### src/rtl/vga_pkg.sv
// Shared definitions for the VGA rectangle-fill engine: default frame
// geometry, coordinate width and the fill FSM state type.
package vga_pkg;

    localparam int H_RES_DEF = 640;
    localparam int V_RES_DEF = 480;
    localparam int COORD_W   = 10;

    typedef enum logic [1:0] {
        ST_IDLE = 2'd0,
        ST_FILL = 2'd1,
        ST_DONE = 2'd2
    } fill_state_t;

endpackage : vga_pkg

### src/rtl/vga_rect_fill.sv
// vga_rect_fill: writes a solid rectangle into a linear framebuffer over an
// Avalon-MM master port, one pixel word per beat, row-major order.
// Optional build macro VGA_RECT_FILL_CLIP_EN clamps the far corner to the
// visible frame and treats a start point outside the frame as empty.
module vga_rect_fill
    import vga_pkg::*;
#(
    parameter int AVN_AW = 18,
    parameter int AVN_DW = 16,
    parameter int H_RES  = H_RES_DEF,
    parameter int V_RES  = V_RES_DEF
) (
    input  logic                  sys_clk,
    input  logic                  sys_rst_n,
    input  logic                  cmd_valid,
    output logic                  cmd_ready,
    input  logic [COORD_W-1:0]    cmd_x0,
    input  logic [COORD_W-1:0]    cmd_x1,
    input  logic [COORD_W-1:0]    cmd_y0,
    input  logic [COORD_W-1:0]    cmd_y1,
    input  logic [AVN_DW-1:0]     cmd_color,
    output logic                  busy,
    output logic                  done,
    output logic                  framebuffer_avn_write,
    output logic                  framebuffer_avn_read,
    output logic [AVN_AW-1:0]     framebuffer_avn_address,
    output logic [AVN_DW-1:0]     framebuffer_avn_writedata,
    output logic [AVN_DW/8-1:0]   framebuffer_avn_byteenable,
    input  logic                  framebuffer_avn_waitrequest
);

    localparam logic [AVN_AW-1:0] H_RES_AW = AVN_AW'(H_RES);

    fill_state_t            state, state_nxt;
    logic [COORD_W-1:0]     x_cur, y_cur;
    logic [COORD_W-1:0]     x_lo, x_hi, y_hi;
    logic [AVN_AW-1:0]      row_step;
    logic [COORD_W-1:0]     x1_eff, y1_eff;
    logic                   rect_empty;
    logic [AVN_AW-1:0]      start_addr;
    logic                   cmd_accept;
    logic                   wr_accept;
    logic                   row_end;
    logic                   last_pix;

    // Saturate a coordinate to an inclusive upper limit.
    function automatic logic [COORD_W-1:0] clamp_coord(
        input logic [COORD_W-1:0] v,
        input int                 lim
    );
        return (int'(v) > lim) ? COORD_W'(lim) : v;
    endfunction

    // Effective bounds and emptiness of the incoming command.
    always_comb begin
`ifdef VGA_RECT_FILL_CLIP_EN
        x1_eff     = clamp_coord(cmd_x1, H_RES - 1);
        y1_eff     = clamp_coord(cmd_y1, V_RES - 1);
        rect_empty = (int'(cmd_x0) >= H_RES) || (int'(cmd_y0) >= V_RES) ||
                     (cmd_x0 > x1_eff) || (cmd_y0 > y1_eff);
`else
        x1_eff     = cmd_x1;
        y1_eff     = cmd_y1;
        rect_empty = (cmd_x0 > x1_eff) || (cmd_y0 > y1_eff);
`endif
    end

    // The only multiply: first pixel address, taken once at acceptance.
    assign start_addr = AVN_AW'(cmd_y0) * H_RES_AW + AVN_AW'(cmd_x0);

    assign cmd_accept = (state == ST_IDLE) && cmd_valid;
    assign wr_accept  = (state == ST_FILL) && !framebuffer_avn_waitrequest;
    assign row_end    = (x_cur == x_hi);
    assign last_pix   = row_end && (y_cur == y_hi);

    assign cmd_ready                  = (state == ST_IDLE);
    assign busy                       = (state != ST_IDLE);
    assign done                       = (state == ST_DONE);
    assign framebuffer_avn_write      = (state == ST_FILL);
    assign framebuffer_avn_read       = 1'b0;
    assign framebuffer_avn_byteenable = '1;

    // FSM state register; reset aborts any fill in progress at once.
    always_ff @(posedge sys_clk or negedge sys_rst_n) begin
        if (!sys_rst_n) state <= ST_IDLE;
        else            state <= state_nxt;
    end

    // FSM next-state logic.
    always_comb begin
        state_nxt = state;
        case (state)
            ST_IDLE: if (cmd_accept) state_nxt = rect_empty ? ST_DONE : ST_FILL;
            ST_FILL: if (wr_accept && last_pix) state_nxt = ST_DONE;
            ST_DONE: state_nxt = ST_IDLE;
            default: state_nxt = ST_IDLE;
        endcase
    end

    // Cursor and captured bounds; meaningful only while filling.
    always_ff @(posedge sys_clk) begin
        if (cmd_accept) begin
            x_cur    <= cmd_x0;
            y_cur    <= cmd_y0;
            x_lo     <= cmd_x0;
            x_hi     <= x1_eff;
            y_hi     <= y1_eff;
            row_step <= H_RES_AW - AVN_AW'(x1_eff - cmd_x0);
        end else if (wr_accept) begin
            if (row_end) begin
                x_cur <= x_lo;
                y_cur <= y_cur + COORD_W'(1);
            end else begin
                x_cur <= x_cur + COORD_W'(1);
            end
        end
    end

    // Bus address/data; held while the slave stalls, stepped on acceptance.
    always_ff @(posedge sys_clk or negedge sys_rst_n) begin
        if (!sys_rst_n) begin
            framebuffer_avn_address   <= '0;
            framebuffer_avn_writedata <= '0;
        end else if (cmd_accept && !rect_empty) begin
            framebuffer_avn_address   <= start_addr;
            framebuffer_avn_writedata <= cmd_color;
        end else if (wr_accept) begin
            framebuffer_avn_address   <= framebuffer_avn_address +
                                         (row_end ? row_step : AVN_AW'(1));
        end
    end

endmodule : vga_rect_fill

### config.mk
export PLATFORM = sky130hd
export DESIGN_NAME = vga_rect_fill
export DESIGN_NICKNAME = d
export VERILOG_FILES = /design/src/rtl/vga_pkg.sv /design/src/rtl/vga_rect_fill.sv
export SDC_FILE = /design/constraint.sdc
export NUM_CORES = 1
export LEC_CHECK = 0
export CAP_MARGIN = 20
export CORE_MARGIN = 3
export CORE_UTILIZATION = 50
export DETAILED_ROUTE_END_ITERATION = 8
export GPL_TIMING_DRIVEN = 0
export PLACE_DENSITY = 0.75
export SKIP_CTS_REPAIR_TIMING = 1
export SYNTH_ARGS = -nofsm -noshare
export SYNTH_HDL_FRONTEND = slang
export SYNTH_SLANG_ARGS = --single-unit
### constraint.sdc
create_clock -name sys_clk -period 6.75 [get_ports sys_clk]
set_clock_uncertainty 0.15 [all_clocks]
set_input_delay 1.0125 -clock sys_clk [delete_from_list [all_inputs] [get_ports sys_clk]]
set_output_delay 1.0125 -clock sys_clk [all_outputs]
set_load 0.05 [all_outputs]
==> results.yml, run 1 <==
die:
  rows: 41
  fp.dieW_um: 121
  die_area_um2: 14600
  start_util: 0.517
  die_y_um: 121
  io_pins: 101
  core_area_um2: 12800
setup_path:
  cp.buffers_inverters: 1
  slowest_stage: "nor4_2"
  critical_path.most_common_cell: "o21ai_0"
  crit_required_ps: 6810
  end_kind: "register"
  critPathTopFamily: "compound AO/OA/AOI/OAI gates"
  path_class: "register to register"
  worstSetupStartpointType: "register"
  max_stage_delay_ps: 590
  cp_max_fo: 10
  crit_arrival_ps: 4800
  worstPathCellList: "xnor2_1, nand4_1, nor4_2, clkbuf_1, nand2b_1, ha_1, fa_1, a211oi_1, o21ai_0, a21oi_1, o21ai_0, o211ai_1, xor2_1, o21ai_0"
timing:
  finalHoldViolCount: 0
  finalCriticalPeriod_ps: 4740
  setup_viol: 0
  postLayoutSetupSlackWorst_ps: 2010
  maxSlewHeadroom: 0.420
  setup_tns_ps: 0
  rsz0062_at_grt: "no"
  max_freq_ghz: 0.211
  period_share: 0.702
  worstMarginPinSlew_ps: 870
  maxSlewViolCount: 0
  holdWs_ps: 358
logic_synthesis:
  synth_edf_count: 62
  ys_ff_latch: 98
  ys.flop_type: "edfxtp_1"
  synth_area_leader_cell: "edfxtp_1"
  netlist_instances: 654
  synth_common_cells: "edfxtp_1 (62), ha_1 (58), nand2_1 (49)"
  yosysSeqAreaShare: 0.418
  synth_top_area_share: 0.282
  syn_area_per_cell_um2: 10.1
  synth_most_common_cell: "edfxtp_1"
  netlist-cell-type-count: 58
  async_flop_share: 0.367
  synth_area_leaders: "edfxtp_1 (28%), dfrtp_1 (14%), ha_1 (11%), xnor2_1 (6.0%), a21oi_1 (3.5%)"
  yosysWarnings: 0
  mappedNetlistArea_um2: 6610
power:
  ir_drop_mv: 0.250
  p_comb_frac: 0.481
  leakage_nw: 3.35
  pwr-share-seq: 0.347
  p_sw_mw: 1.28
  clkPwrFrac: 0.171
  intPower_mw: 1.74
  swShare: 0.424
  p_per_area_nw_per_um2: 373
placement:
  post-place-ws_ps: 2070
  io_buffers: 97
  place_inst: 925
  gp_congestion: 0.912
  hpwl_um: 12400
clock_tree:
  clock_latency_ps: 360
  cts_tree: "yes"
  clk_path_buf_depth: 2
  clkTransAtPathRegs_ps: 70
  cts_max_level: 3
  cts-buffers-inserted: 9
  cts_sinks: 98
  cts_root_buffer: "clkbuf_16"
global_route:
  grt_max_degree: 41
  first_global_vias: 5383
  grt_pass1_wl_um: 26800
  antenna_found_initial: 0
  grt_usage: 0.234
  overflow: 0
routing:
  wl_um: 16300
  routed_via_density: 5.64
  dr.pass1.iters: 5
  dr.first_iter.drc_count: 321
  vias: 5310
  drtAntennaViolNets: 0
  wl_per_cell_um: 17.3
  drc: 0
layout:
  drive_gt1_frac: 0.0663
  finalNonFillerCells: 941
  nFillCells: 1061
  fin_nets: 886
  antennaDiodeCount: 0
  multi_input_area_um2: 3600
  ff_latch_area_um2: 2760
  syn_to_final_growth_pct: 22.7
hold_path:
  hp-class: "register to register"
job:
  cap_violations: 0
run_status:
  status: "completed"
[flip-flops by register name (all words and copies together) (netlist names), 10 cells and up]
name,cells
row_step,12
framebuffer_avn_address,18
x_hi,10
x_cur,10
framebuffer_avn_writedata,16
x_lo,10
y_cur,10
y_hi,10
[worst register-to-register path, delay by kind of cell, from the launching register on]
kind,cells,cell delay [ps]
AOI/OAI and AO/OA,6,1530
and+or+nand+nor,3,870
adders and majority gates,2,690
buffers and inverters,1,530
DFF,1,440
xor gates and xnor gates,2,390
[per-stage QoR]
stage          total power, mW  utilization  cell area, um2
2_1_floorplan             2.04            -            6610
3_3_place_gp              2.46        0.610            7790
3_5_place_dp              2.51        0.612            7810
4_1_cts                   3.04        0.634            8100
5_1_grt                   3.20        0.634            8100
6_report                  3.02        0.634            8100
[area by class of cell]
type	instances	share of cell area
Tap cell	172	0.0266
Sequential cell	98	0.341
Clock inverter	2	0.00216
Clock buffer	14	0.0340
Timing Repair Buffer	98	0.122
Buffer	19	0.0134
Multi-Input combinational cell	500	0.444
Inverter	38	0.0176
[placed cells by master, fill, tap and decap left out, types with 5 or more instances in the layout]
master           count
a211oi_1            11
a21o_1              14
a21oi_1             46
and2_1              13
and3_1               7
clkbuf_1            13
clkbuf_16           10
clkdlybuf4s50_1     96
dfrtp_1             36
edfxtp_1            62
ha_1                58
inv_1               37
mux2_2              17
mux2i_1              7
nand2_1             49
nand2b_1             7
nand3_1             16
nand4_1              9
nor2_1              42
nor2b_1              6
nor3_1              14
o211ai_1             5
o21a_1               6
o21ai_0             40
xnor2_1             45
xor2_1              25
[cell families (layout without fill, tap and decap cells)]
| family | count (synthesis) | in the layout | synth area share |
|---|---|---|---|
| and+or+nand+nor | 181 | 181 | 0.134 |
| AOI/OAI and AO/OA | 160 | 160 | 0.154 |
| DFF | 98 | 98 | 0.418 |
| xor gates and xnor gates | 70 | 70 | 0.0928 |
| adders and majority gates | 62 | 62 | 0.122 |
| buffers and inverters | 57 | 171 | 0.0379 |
| muxes | 24 | 24 | 0.0396 |
| other | 2 | 3 | 0.00114 |
[path summary, 6_finish.rpt]
| path | from | to | slack [ps] | cells past startpoint |
|---|---|---|---|---|
| min in group asynchronous | sys_rst_n | framebuffer_avn_writedata[1]$_DFFE_PN0P_ | 610 | 1 |
| hold / removal | framebuffer_avn_writedata[14]$_DFFE_PN0P_ | framebuffer_avn_writedata[14]$_DFFE_PN0P_ | 360 | 1 |
| setup / recovery | x_cur[9]$_DFFE_PP_ | framebuffer_avn_address[14]$_DFFE_PN0P_ | 2010 | 14 |
| hold reg to reg | framebuffer_avn_writedata[14]$_DFFE_PN0P_ | framebuffer_avn_writedata[14]$_DFFE_PN0P_ | 360 | 1 |
| setup reg to reg | x_cur[9]$_DFFE_PP_ | framebuffer_avn_address[14]$_DFFE_PN0P_ | 2010 | 14 |
| max in group asynchronous | sys_rst_n | framebuffer_avn_address[15]$_DFFE_PN0P_ | 5280 | 1 |
[per-layer routing]
layer	track usage	up-vias	share of wire
met5	0	-	0
met4	0.0694	0	0.022
met3	0.0508	29	0.049
met2	0.389	154	0.49
met1	0.307	2537	0.44
li1	-	2590	-
[power by group through the flow]
stage / logic (mW) / registers (mW) / clock network, mW
finish: 1.45 / 1.05 / 0.518
global route: 1.58 / 1.07 / 0.553
CTS: 1.46 / 1.05 / 0.528
detailed placement: 1.45 / 1.06 / 0
global placement: 1.41 / 1.05 / 0
floorplan: 0.712 / 1.33 / 0
(Power assumes the default switching activity.)
==> run 2: changes to the inputs <==
--- a/config.mk
+++ b/config.mk
@@ -10,7 +10,7 @@
 export CORE_UTILIZATION = 50
 export DETAILED_ROUTE_END_ITERATION = 8
 export GPL_TIMING_DRIVEN = 0
-export PLACE_DENSITY = 0.75
+export PLACE_DENSITY = 0.78
 export SKIP_CTS_REPAIR_TIMING = 1
 export SYNTH_ARGS = -nofsm -noshare
 export SYNTH_HDL_FRONTEND = slang
==> constraint.sdc (replaced) <==
create_clock -name sys_clk -period 4 [get_ports sys_clk]
set_clock_uncertainty 0.15 [all_clocks]
set_input_delay 0.6 -clock sys_clk [delete_from_list [all_inputs] [get_ports sys_clk]]
set_output_delay 0.6 -clock sys_clk [all_outputs]
set_load 0.05 [all_outputs]
==> run 2 against run 1 <==
Compared with the run above:
- clock power grew 66%
- worst hold slack lost 160 ps
- largest power group unchanged
- final cell count grew 0.53%
- highest routed layer unchanged
- critical path type unchanged
- first-iteration DRC count grew 25%
- global-route usage shrank 0.74 points
- combinational power grew 71%
- clock-buffer cell count shrank 2
==> results.yml, run 2 (same netlist as run 1, synthesis figures left out) <==
run_status:
  status: "completed"
routing:
  routed_via_density: 5.71
  dr_wl_met3_um: 1040
  wl_per_cell_um: 17.2
  wl_met2_um: 8090
  vias: 5399
  dr.first_iter.drc_count: 401
  wl_um: 16200
  drc: 0
  met1Wirelength_um: 6760
  drtAntennaViolNets: 0
  maxUsedRoutingLayer: "met4"
  dr.pass1.iters: 7
clock_tree:
  cts_sinks: 98
  cts_root_buffer: "clkbuf_16"
  cts_tree: "yes"
  cts-buffers-inserted: 9
  clock_latency_ps: 360
  cts_max_level: 3
  clkTransAtPathRegs_ps: 70
  clk_path_buf_depth: 2
power:
  ir_drop_mv: 0.410
  p_per_area_nw_per_um2: 624
  p_sw_mw: 2.18
  pwr-share-seq: 0.345
  p_comb_frac: 0.486
  clkPwrFrac: 0.169
  swShare: 0.428
  leakage_nw: 3.39
  intPower_mw: 2.92
  total_power_mw: 5.11
layout:
  final_cell_mix: "clkdlybuf4s50_1 (96), edfxtp_1 (62), ha_1 (58), nand2_1 (49), xnor2_1 (45)"
  syn_to_final_growth_pct: 23.9
  largest-register: "framebuffer_avn_address"
  largest_reg_flops: 18
  fin_util: 0.641
  largestRegisters: "framebuffer_avn_address: 18 flops, framebuffer_avn_writedata: 16 flops, row_step: 12 flops"
  final_common_cell: "clkdlybuf4s50_1"
  drive_gt1_frac: 0.0840
  antennaDiodeCount: 0
  fin_nets: 891
die:
  fp.dieW_um: 121
  start_util: 0.517
  rows: 41
  die_area_um2: 14600
  core_area_um2: 12800
  io_pins: 101
  die_y_um: 121
global_route:
  antenna_found_initial: 0
  grt_pass1_wl_um: 26100
  grt_max_degree: 41
  overflow: 0
  first_global_vias: 5293
  grt_usage: 0.226
timing:
  maxSlewViolCount: 0
  finalCriticalPeriod_ps: 3830
  worstMarginPinSlew_ps: 850
  max_freq_ghz: 0.261
  maxSlewHeadroom: 0.434
  period_share: 0.958
  setup_viol: 0
  rsz0062_at_grt: "no"
  holdWs_ps: 199
  finalHoldViolCount: 0
  setup_tns_ps: 0
setup_path:
  crit_required_ps: 4060
  r2r-start: "x_cur[1]$_DFFE_PP_"
  r2r_setup_slack_ps: 170
  end_kind: "register"
  crit_arrival_ps: 3890
  cp_max_fo: 10
  r2r_cells: 15
  r2r_end: "framebuffer_avn_address[14]$_DFFE_PN0P_"
  cp-startpoint: "x_cur[1]$_DFFE_PP_"
  path_class: "register to register"
  setup.worst_path.end: "framebuffer_avn_address[14]$_DFFE_PN0P_"
  worstSetupStartpointType: "register"
hold_path:
  hp-class: "input pin to asynchronous set/reset pin"
placement:
  gp_congestion: 0.901
  hpwl_um: 12400
  io_buffers: 97
job:
  cap_violations: 0
==> run 2: power groups by stage <==
| stage | registers (mW) | logic, mW | clock network [mW] |
|---|---|---|---|
| 2_1_floorplan | 2.24 | 1.20 | 0 |
| 3_3_place_gp | 1.78 | 2.37 | 0 |
| 3_5_place_dp | 1.78 | 2.45 | 0 |
| 4_1_cts | 1.76 | 2.46 | 0.882 |
| 5_1_grt | 1.81 | 2.68 | 0.922 |
| 6_report | 1.76 | 2.48 | 0.861 |
==> run 2: layer usage <==
metal	GRT usage	up-vias
li1	-	2599
met1	0.290	2583
met5	0	-
met2	0.378	186
met4	0.0722	0
met3	0.0536	31
==> run 2: area by class of cell <==
cell class              count  area, um2
inverters                  38        143
repair buffers            103       1020
clock buffers              12        256
plain buffers              19        124
flip-flops and latches     98       2760
multi-input cells         500       3620
clock inverters             4       33.8
fillers                  1033       4590
well taps                 172        215
==> run 2: how the worst min path moves through the flow <==
stage	end	start	cells after the start	slack [ps]
after CTS	framebuffer_avn_writedata[14]$_DFFE_PN0P_	sys_rst_n	1	220
after global routing	framebuffer_avn_writedata[14]$_DFFE_PN0P_	sys_rst_n	1	270
final	framebuffer_avn_writedata[14]$_DFFE_PN0P_	sys_rst_n	1	200
after detailed placement	framebuffer_avn_writedata[14]$_DFFE_PN0P_	framebuffer_avn_writedata[14]$_DFFE_PN0P_	1	350
after global placement	framebuffer_avn_writedata[13]$_DFFE_PN0P_	framebuffer_avn_writedata[13]$_DFFE_PN0P_	1	340
after floorplan	framebuffer_avn_address[0]$_DFFE_PN0P_	sys_rst_n	0	150
==> run 2: metrics by stage <==
stage | cells | setup slack (ps) | cell area [um2]
2_1_floorplan | 655 | 365 | 6610
3_3_place_gp | 924 | -525 | 7790
3_5_place_dp | 925 | -551 | 7810
4_1_cts | 941 | -594 | 8100
5_1_grt | 946 | 6.60 | 8180
6_report | 946 | 168 | 8180
==> run 2: worst max-delay path: stages (launching register included) <==
cell      delay, ps
edfxtp_1        430
xnor2_1         240
nand4_1         180
nor4_4          220
buf_4           180
buf_6           150
nand2b_1         70
ha_1            210
fa_1            450
a211oi_2        300
o21ai_1         190
a21oi_2         230
o21ai_0         180
o211ai_1        260
xor2_1          160
o21ai_0          80
==> run 3: changes to the inputs <==
--- a/config.mk
+++ b/config.mk
@@ -10,7 +10,7 @@
 export CORE_UTILIZATION = 50
 export DETAILED_ROUTE_END_ITERATION = 8
 export GPL_TIMING_DRIVEN = 0
-export PLACE_DENSITY = 0.78
+export PLACE_DENSITY = 0.75
 export SKIP_CTS_REPAIR_TIMING = 1
 export SYNTH_ARGS = -nofsm -noshare
 export SYNTH_HDL_FRONTEND = slang
==> constraint.sdc (replaced) <==
create_clock -name sys_clk -period 4.6 [get_ports sys_clk]
set_clock_uncertainty 0.15 [all_clocks]
set_input_delay 0.69 -clock sys_clk [delete_from_list [all_inputs] [get_ports sys_clk]]
set_output_delay 0.69 -clock sys_clk [all_outputs]
set_load 0.05 [all_outputs]
==> run 3 against run 2 <==
Compared with the run above:
- combinational power decreased by 14%
- first-iteration DRC count shrank 23%
- critical endpoint unchanged
- largest power group unchanged
- routed wire length grew 0.76%
- highest routed layer unchanged
- via count is 2.2% lower
- die area unchanged
==> results.yml, run 3 (same netlist as run 1, synthesis figures left out) <==
placement:
  gp_congestion: 0.912
  io_buffers: 97
  hpwl_um: 12400
die:
  fp.dieW_um: 121
  core_area_um2: 12800
  start_util: 0.517
  io_pins: 101
  rows: 41
  die_area_um2: 14600
  die_y_um: 121
routing:
  dr.pass1.iters: 5
  wl_per_cell_um: 17.4
  vias: 5280
  drc: 0
  drtAntennaViolNets: 0
  routed_via_density: 5.61
  wl_um: 16400
  dr.first_iter.drc_count: 307
setup_path:
  path_class: "register to register"
  r2r_cells: 14
  cp_max_fo: 10
  end_kind: "register"
  worstSetupStartpointType: "register"
  crit_required_ps: 4660
  crit_arrival_ps: 4270
  r2r_setup_slack_ps: 380
clock_tree:
  cts_root_buffer: "clkbuf_16"
  cts_max_level: 3
  clock_latency_ps: 360
  clkTransAtPathRegs_ps: 70
  cts_sinks: 98
  clk_path_buf_depth: 2
  cts-buffers-inserted: 9
  cts_tree: "yes"
global_route:
  grt_pass1_wl_um: 26800
  grt_max_degree: 41
  grt_usage: 0.234
  first_global_vias: 5383
  overflow: 0
  antenna_found_initial: 0
power:
  ir_drop_mv: 0.367
  total_power_mw: 4.44
  leakage_nw: 3.36
  p_per_area_nw_per_um2: 547
timing:
  maxSlewHeadroom: 0.422
  maxSlewViolCount: 0
  finalHoldViolCount: 0
  finalCriticalPeriod_ps: 4220
  max_freq_ghz: 0.237
  period_share: 0.916
  worstMarginPinSlew_ps: 867
  holdWs_ps: 292
  setup_viol: 0
  rsz0062_at_grt: "no"
layout:
  largest_reg_flops: 18
  largest-register: "framebuffer_avn_address"
  antennaDiodeCount: 0
  drive_gt1_frac: 0.0688
  largestRegisters: "framebuffer_avn_address: 18 flops, framebuffer_avn_writedata: 16 flops, row_step: 12 flops"
  final_common_cell: "clkdlybuf4s50_1"
  fin_nets: 887
  syn_to_final_growth_pct: 23.0
  final_cell_mix: "clkdlybuf4s50_1 (96), edfxtp_1 (62), ha_1 (58), nand2_1 (49), a21oi_1 (46)"
job:
  cap_violations: 0
hold_path:
  hp-class: "input pin to asynchronous set/reset pin"
run_status:
  status: "completed"
-- run 3: cell count changes in the layout (fill, tap and decap cells not counted), sizes merged --
| cell | previous run | this run |
|---|---|---|
| clkinv | 2 | 0 |
| buf | 17 | 11 |
| clkbuf | 21 | 25 |
-- run 3: routing by layer --
metal | up-vias | GRT usage | share of wire | wire [um]
li1 | 2589 | - | - | -
met1 | 2531 | 0.307 | 0.45 | 7300
met2 | 132 | 0.389 | 0.49 | 8020
met3 | 28 | 0.0508 | 0.045 | 733
met4 | 0 | 0.0694 | 0.020 | 323
met5 | - | 0 | 0 | 0
-- run 3: metrics by stage --
stage / utilization / cells / setup slack (ps) / setup TNS, ps / instance area [um2]
2_1_floorplan: - / 655 / 965 / 0 / 6610
3_3_place_gp: 0.610 / 924 / 41.3 / 0 / 7790
3_5_place_dp: 0.612 / 925 / -81.4 / -81.4 / 7810
4_1_cts: 0.634 / 941 / -117 / -135 / 8100
5_1_grt: 0.636 / 942 / 36.5 / 0 / 8120
6_report: 0.636 / 942 / 384 / 0 / 8120
-- run 3: critical path, stage by stage, from the launching register on --
cell	delay (ps)
edfxtp_1	430
xnor2_1	220
nand4_1	170
nor4_4	300
clkbuf_2	330
nand2b_1	120
ha_1	220
fa_1	450
a211oi_1	410
o21ai_0	210
a21oi_1	350
o21ai_0	220
o211ai_1	240
xor2_1	160
o21ai_0	80
-- run 3: final cells by class --
class                           count  area (um2)
Inverter                           38         143
Multi-Input combinational cell    500        3600
Buffer                             19         110
Timing Repair Buffer               99         993
Tap cell                          172         215
Clock buffer                       14         275
Clock inverter                      2        17.5
Fill cell                        1058        4650
Sequential cell                    98        2760
-- run 3: path summary, 6_finish.rpt --
check	startpoint	to
worst min register to register	framebuffer_avn_writedata[14]$_DFFE_PN0P_	framebuffer_avn_writedata[14]$_DFFE_PN0P_
worst max-delay path	x_cur[1]$_DFFE_PP_	framebuffer_avn_address[14]$_DFFE_PN0P_
min in group sys_clk	framebuffer_avn_writedata[14]$_DFFE_PN0P_	framebuffer_avn_writedata[14]$_DFFE_PN0P_
worst max register to register	x_cur[1]$_DFFE_PP_	framebuffer_avn_address[14]$_DFFE_PN0P_
max in group asynchronous	sys_rst_n	framebuffer_avn_address[15]$_DFFE_PN0P_
worst min-delay path	sys_rst_n	framebuffer_avn_writedata[1]$_DFFE_PN0P_
-- run 3: power breakdown --
part	switching [mW]	total [mW]	internal [mW]
Clock	0.341	0.761	0.420
Combinational	1.32	2.14	0.824
Sequential	0.230	1.54	1.31
